**src/rtl/legv8_io_pkg.sv**
```systemverilog
// Shared definitions for LEGv8 memory-mapped I/O blocks: bus data width,
// register-window offsets and the load-response handshake states.
package legv8_io_pkg;
  localparam int         IO_DATA_W     = 64;
  localparam logic [3:0] DIP_OFF_LEVEL = 4'h0;
  localparam logic [3:0] DIP_OFF_EDGE  = 4'h8;

  typedef enum logic {IO_IDLE, IO_RESP} io_rsp_state_t;
endpackage

```
**src/rtl/dip_switch_input_port_debounce_bit.sv**
```systemverilog
// Single-bit debouncer: a 3-sample history shifted on each tick and a settled
// output flop that follows the input only when all three samples agree.
module debounce_bit (
  input  logic clock,
  input  logic reset,
  input  logic din_sync,
  input  logic tick,
  output logic dout
);
  logic [2:0] r_hist;
  logic       r_dout;
  logic [2:0] w_hist_next;

  assign w_hist_next = {r_hist[1:0], din_sync};

  always_ff @(posedge clock or negedge reset) begin
    if (!reset) begin
      r_hist <= 3'b000;
      r_dout <= 1'b0;
    end else if (tick) begin
      r_hist <= w_hist_next;
      if (w_hist_next == 3'b111 || w_hist_next == 3'b000)
        r_dout <= din_sync;
    end
  end

  assign dout = r_dout;
endmodule

```
**src/rtl/dip_switch_input_port.sv**
```systemverilog
// DIP switch input port: 2-flop sync, tick-sampled debounce and a 16-byte
// memory-mapped load window. Optional sticky edge register: DIP_EDGE_CAPTURE_EN.
module dip_switch_input_port
  import legv8_io_pkg::*;
#(
  parameter int          WIDTH         = 32,
  parameter logic [31:0] BASE_ADDR     = 32'hFFFF0000,
  parameter int          SAMPLE_CYCLES = 20000
) (
  input  logic                 clock,
  input  logic                 reset,
  input  logic [WIDTH-1:0]     sw_raw,
  input  logic [31:0]          address,
  input  logic                 mem_read,
  output logic [IO_DATA_W-1:0] read_data,
  output logic                 read_valid,
  output logic [WIDTH-1:0]     sw_state,
  output logic                 sw_changed
);
  localparam int CNT_W = (SAMPLE_CYCLES > 1) ? $clog2(SAMPLE_CYCLES) : 1;

  logic [WIDTH-1:0]     r_sync1, r_sync2;
  logic [CNT_W-1:0]     r_cnt;
  logic                 w_tick;
  logic [WIDTH-1:0]     w_deb;
  logic [WIDTH-1:0]     r_sw_prev;
  logic [WIDTH-1:0]     w_diff;
  logic                 r_changed;
  logic                 w_hit;
  logic                 w_accept;
  logic [WIDTH-1:0]     w_edge_val;
  logic [IO_DATA_W-1:0] w_rd_mux;
  io_rsp_state_t        r_state;
  logic [IO_DATA_W-1:0] r_rd_data;
  logic                 r_rd_vld;

  always_ff @(posedge clock or negedge reset) begin
    if (!reset) begin
      r_sync1 <= '0;
      r_sync2 <= '0;
    end else begin
      r_sync1 <= sw_raw;
      r_sync2 <= r_sync1;
    end
  end

  assign w_tick = (r_cnt == CNT_W'(SAMPLE_CYCLES - 1));

  always_ff @(posedge clock or negedge reset) begin
    if (!reset)      r_cnt <= '0;
    else if (w_tick) r_cnt <= '0;
    else             r_cnt <= r_cnt + 1'b1;
  end

  for (genvar g = 0; g < WIDTH; g++) begin : g_deb
    debounce_bit u_deb (
      .clock    (clock),
      .reset    (reset),
      .din_sync (r_sync2[g]),
      .tick     (w_tick),
      .dout     (w_deb[g])
    );
  end

  // Change detect against last cycle's settled value; pulse lands one cycle later.
  assign w_diff = w_deb ^ r_sw_prev;

  always_ff @(posedge clock or negedge reset) begin
    if (!reset) begin
      r_sw_prev <= '0;
      r_changed <= 1'b0;
    end else begin
      r_sw_prev <= w_deb;
      r_changed <= |w_diff;
    end
  end

  assign w_hit    = mem_read && (address[31:4] == BASE_ADDR[31:4]);
  assign w_accept = w_hit && (r_state == IO_IDLE);

`ifdef DIP_EDGE_CAPTURE_EN
  logic [WIDTH-1:0] r_edge;
  logic             w_edge_clr;

  // Snapshot reads the pre-clear value; a transition in the clear cycle survives.
  assign w_edge_clr = w_accept && (address[3:0] == DIP_OFF_EDGE);

  always_ff @(posedge clock or negedge reset) begin
    if (!reset) r_edge <= '0;
    else        r_edge <= (w_edge_clr ? '0 : r_edge) | w_diff;
  end

  assign w_edge_val = r_edge;
`else
  assign w_edge_val = '0;
`endif

  always_comb begin
    w_rd_mux = '0;
    case (address[3:0])
      DIP_OFF_LEVEL: w_rd_mux = IO_DATA_W'(w_deb);
      DIP_OFF_EDGE:  w_rd_mux = IO_DATA_W'(w_edge_val);
      default:       w_rd_mux = '0;
    endcase
  end

  always_ff @(posedge clock or negedge reset) begin
    if (!reset) begin
      r_state   <= IO_IDLE;
      r_rd_data <= '0;
      r_rd_vld  <= 1'b0;
    end else begin
      case (r_state)
        IO_IDLE: begin
          if (w_accept) begin
            r_state   <= IO_RESP;
            r_rd_data <= w_rd_mux;
            r_rd_vld  <= 1'b1;
          end
        end
        IO_RESP: begin
          r_state   <= IO_IDLE;
          r_rd_data <= '0;
          r_rd_vld  <= 1'b0;
        end
        default: begin
          r_state   <= IO_IDLE;
          r_rd_data <= '0;
          r_rd_vld  <= 1'b0;
        end
      endcase
    end
  end

  assign read_data  = r_rd_data;
  assign read_valid = r_rd_vld;
  assign sw_state   = w_deb;
  assign sw_changed = r_changed;
endmodule
```
**config.mk**
```make
export PLATFORM = sky130hd
export DESIGN_NAME = dip_switch_input_port
export DESIGN_NICKNAME = d
export VERILOG_FILES = /design/src/rtl/legv8_io_pkg.sv /design/src/rtl/dip_switch_input_port_debounce_bit.sv /design/src/rtl/dip_switch_input_port.sv
export SDC_FILE = /design/constraint.sdc
export NUM_CORES = 1
export LEC_CHECK = 0
export BUFFER_PORTS_ARGS = -buffer_cell sky130_fd_sc_hd__buf_2
export CAP_MARGIN = 30
export CORE_MARGIN = 2
export CORE_UTILIZATION = 53
export CTS_CLUSTER_DIAMETER = 40
export DETAILED_ROUTE_END_ITERATION = 8
export GPL_TIMING_DRIVEN = 0
export MAX_ROUTING_LAYER = met4
export PLACE_DENSITY = 0.76
export SLEW_MARGIN = 40
export SYNTH_ARGS = -nofsm -noshare
export SYNTH_HDL_FRONTEND = slang
export SYNTH_HIERARCHICAL = 1
export SYNTH_SLANG_ARGS = --single-unit
```
**constraint.sdc**
```tcl
create_clock -name clock -period 3.5 [get_ports clock]
set_input_delay 0.35 -clock clock [delete_from_list [all_inputs] [get_ports clock]]
set_output_delay 0.35 -clock clock [all_outputs]
set_load 0.02 [all_outputs]
```
==> impl_metrics.yaml <==
clocking:
  tritoncts: "yes"
  clk_latency_ps: 540
  cts-root-buf: "clkbuf_16"
  clkTransAtPathRegs_ps: 60
  cts_max_level: 1
  cts_sinks: 242
  cts.path.max_buffers: 3
  numCtsBuffers: 31
global_route:
  grt_pass1_wl_mm: 30.22
  grt_max_degree: 100
  antenna_found_initial: 0
  grt_pass1_vias: 6136
  overflow: 0
  grt_use_total: 0.1948
setup_path:
  reg2reg_depth: 7
  critPathLaunchType: "flop"
  r2r-start: "r_cnt[0]"
  reg2reg_slack_ps: 1110
  arrival_ps: 2810
  crit_fanout: 99
  critPathLaunch: "r_cnt[0]"
  critical_path_class: "reg2reg"
  timing.rr.end: "g_deb[25].u_deb/dout"
  cp-end-kind: "flop"
  endpoint: "g_deb[25].u_deb/dout"
  crit_required_ps: 3920
logic_synthesis:
  synth_seq_area_share: 0.6271
  synth_area_leaders: "dfrtp_1 63%, nor4b_2 5.3%, mux2_1 3.7%"
  synthesis.area_sq_um: 9657
  synth_area_leader_cell: "dfrtp_1"
  netlist.area_leader.share: 0.6271
  synth_seq_cells: 242
  netlist-cell-type-count: 34
  yosysWarnings: 6
  syn_avg_cell_area_sq_um: 14.16
  netlist_instances: 682
layout:
  n_antenna_cell: 0
  final_core_util: 0.6848
  drive_above_1_share: 0.3518
  nNetsFinal: 983
  area_delta_synth_final_pct: 26.95
die:
  dieHeight_um: 139.0
  core_area_sq_um: 17900
  dieArea_sq_um: 19320
  start_util: 0.5394
  rows: 49
  io_pins: 165
  die_w_um: 139.0
sta:
  relSlewSlack: 0.6486
  finalHoldViolations: 0
  setup_viol: 0
  worstMarginPinSlew_ps: 527.1
  tns_ps: 0
  fmax_ghz: 0.4189
  min_period_ps: 2387
  timing.final.crit_share: 0.6821
  finalMaxSlewViolations: 0
  rsz0062_at_grt: "no"
  skew_ps: 17.89
place:
  hpwlAfterDp_mm: 11.62
  place_congestion: 0.7929
  port_buffers: 132
pwr:
  p_leak_uw: 0.005872
  p_per_area_nw_per_um2: 510.9
  ir_drop_mv: 0.4599
routing:
  viasPerCell: 5.099
  drc: 0
  firstDrtPassIters: 4
  wire_per_inst_um: 15.34
  dr_total_vias: 5950
  finalWirelength_mm: 17.90
  antenna_left: 0
  first_iter_violations: 275
worst_hold_path:
  hp-class: "in2reg"
flow_run:
  drv_cap: 0
outcome:
  status: "complete, no violations"
## logic make-up after synthesis
family | count (synthesis) | synth area share
and+or+nand+nor | 217 | 0.1648
DFF | 242 | 0.6271
xor gates and xnor gates | 44 | 0.03991
AOI/OAI and AO/OA | 34 | 0.02216
buffers and inverters | 47 | 0.03654
adders and majority gates | 1 | 0.001295
other | 1 | 0.0003883
muxes | 96 | 0.1078
## metrics by stage
step | cell area, sq um | cells | total power (uW) | hold WS [ps] | worst slack, ps
CTS | 12260 | 1167 | 6337 | 253.4 | 1105
finish | 12260 | 1167 | 6263 | 273.3 | 1113
detailed placement | 10850 | 1078 | 3081 | 288.1 | 1142
floorplan | 9773 | 713 | 2968 | 54.41 | 600.9
global placement | 10720 | 1074 | 3066 | 331.4 | -2118
global route | 12260 | 1167 | 6487 | 281.8 | 952.6
## cells in the final DEF (no fill, tap or decap), types with 5 or more instances in the layout
master and count:
dfrtp_1 242, buf_2 134, nor2_1 43, xnor2_1 38
nand2_1 36, nor4b_2 34, nor3_2 33, dlygate4sd3_1 33
nand2b_1 32, mux2i_1 32, buf_4 32, conb_1 32
mux2_2 32, a31oi_1 32, mux2_1 32, clkbuf_16 31
nand4_1 16, clkbuf_8 8, clkbuf_1 7, nand3_1 7
xor2_1 6, nor4_1 5, inv_6 5
## worst max-delay path, cell delays in order, from the launching register on
cell and delay (ps):
dfrtp_1 390, ha_1 210, and4_1 300, and4b_1 270
buf_8 260, buf_16 340, nor4b_2 320, nor3_2 80
## per-layer routing
metal	part of all wire	GRT usage	vias up
met5	0	-	-
met4	0.023	0.05316	0
met3	0.048	0.03384	37
li1	-	-	2834
met1	0.44	0.2566	2930
met2	0.49	0.3168	149
## cell usage after synthesis (all sizes together)
cell type  instances
clkbuf             5
nand3              7
o22a               1
nand2             36
nor4bb             1
and4b              1
nor4b             34
nand4             16
mux2              64
and2               1
dfrtp            242
nand2b            32
nor2b              1
or4                2
conb               1
a31oi             32
and4               3
nor4               5
nor2              43
xor2               6
buf               40
mux2i             32
nor3              35
ha                 1
a21oi              1
inv                2
xnor2             38
## cell type report
| cell class | instances | area (sq um) |
|---|---|---|
| Inverter | 2 | 7.507 |
| Fill cell | 1264 | 5643 |
| Sequential cell | 242 | 6056 |
| Clock inverter | 15 | 185.2 |
| Clock buffer | 41 | 893.4 |
| Multi-Input combinational cell | 424 | 3364 |
| Buffer | 45 | 355.3 |
| Timing Repair Buffer | 169 | 1111 |
| Tap cell | 229 | 286.5 |
## worst min path at each step
stage          slack [ps]         from  cells after the start                   to
2_1_floorplan          50        reset                      0  g_deb[0].u_deb/dout
3_3_place_gp          330  r_sync1[10]                      0          r_sync2[10]
3_5_place_dp          290        reset                      1          r_sync1[29]
4_1_cts               250   address[0]                      5        read_data[31]
5_1_grt               280   address[1]                      5         read_data[0]
6_report              270   address[0]                      5        read_data[31]
## where the power goes
part           total [uW]  switching (uW)  internal [uW]
logic                 197             109           88.5
clock network        3210            1180           2020
registers            2860            22.7           2840
## state kept, by name, indices dropped and copies added, names as in the netlist
name                cells
r_cnt                  15
r_sw_prev              32
read_valid              1
read_data              32
r_state                 1
r_sync2                32
sw_changed              1
g_deb.u_deb/dout       32
g_deb.u_deb/r_hist     64
r_sync1                32
## what timing repair did
action | CTS | global route
buffers inserted | 0 | 0
resized for setup | 0 | 0
hold endpoints to repair | 77 | 0
hold buffers | 33 | 0
(Power assumes the default switching activity.)
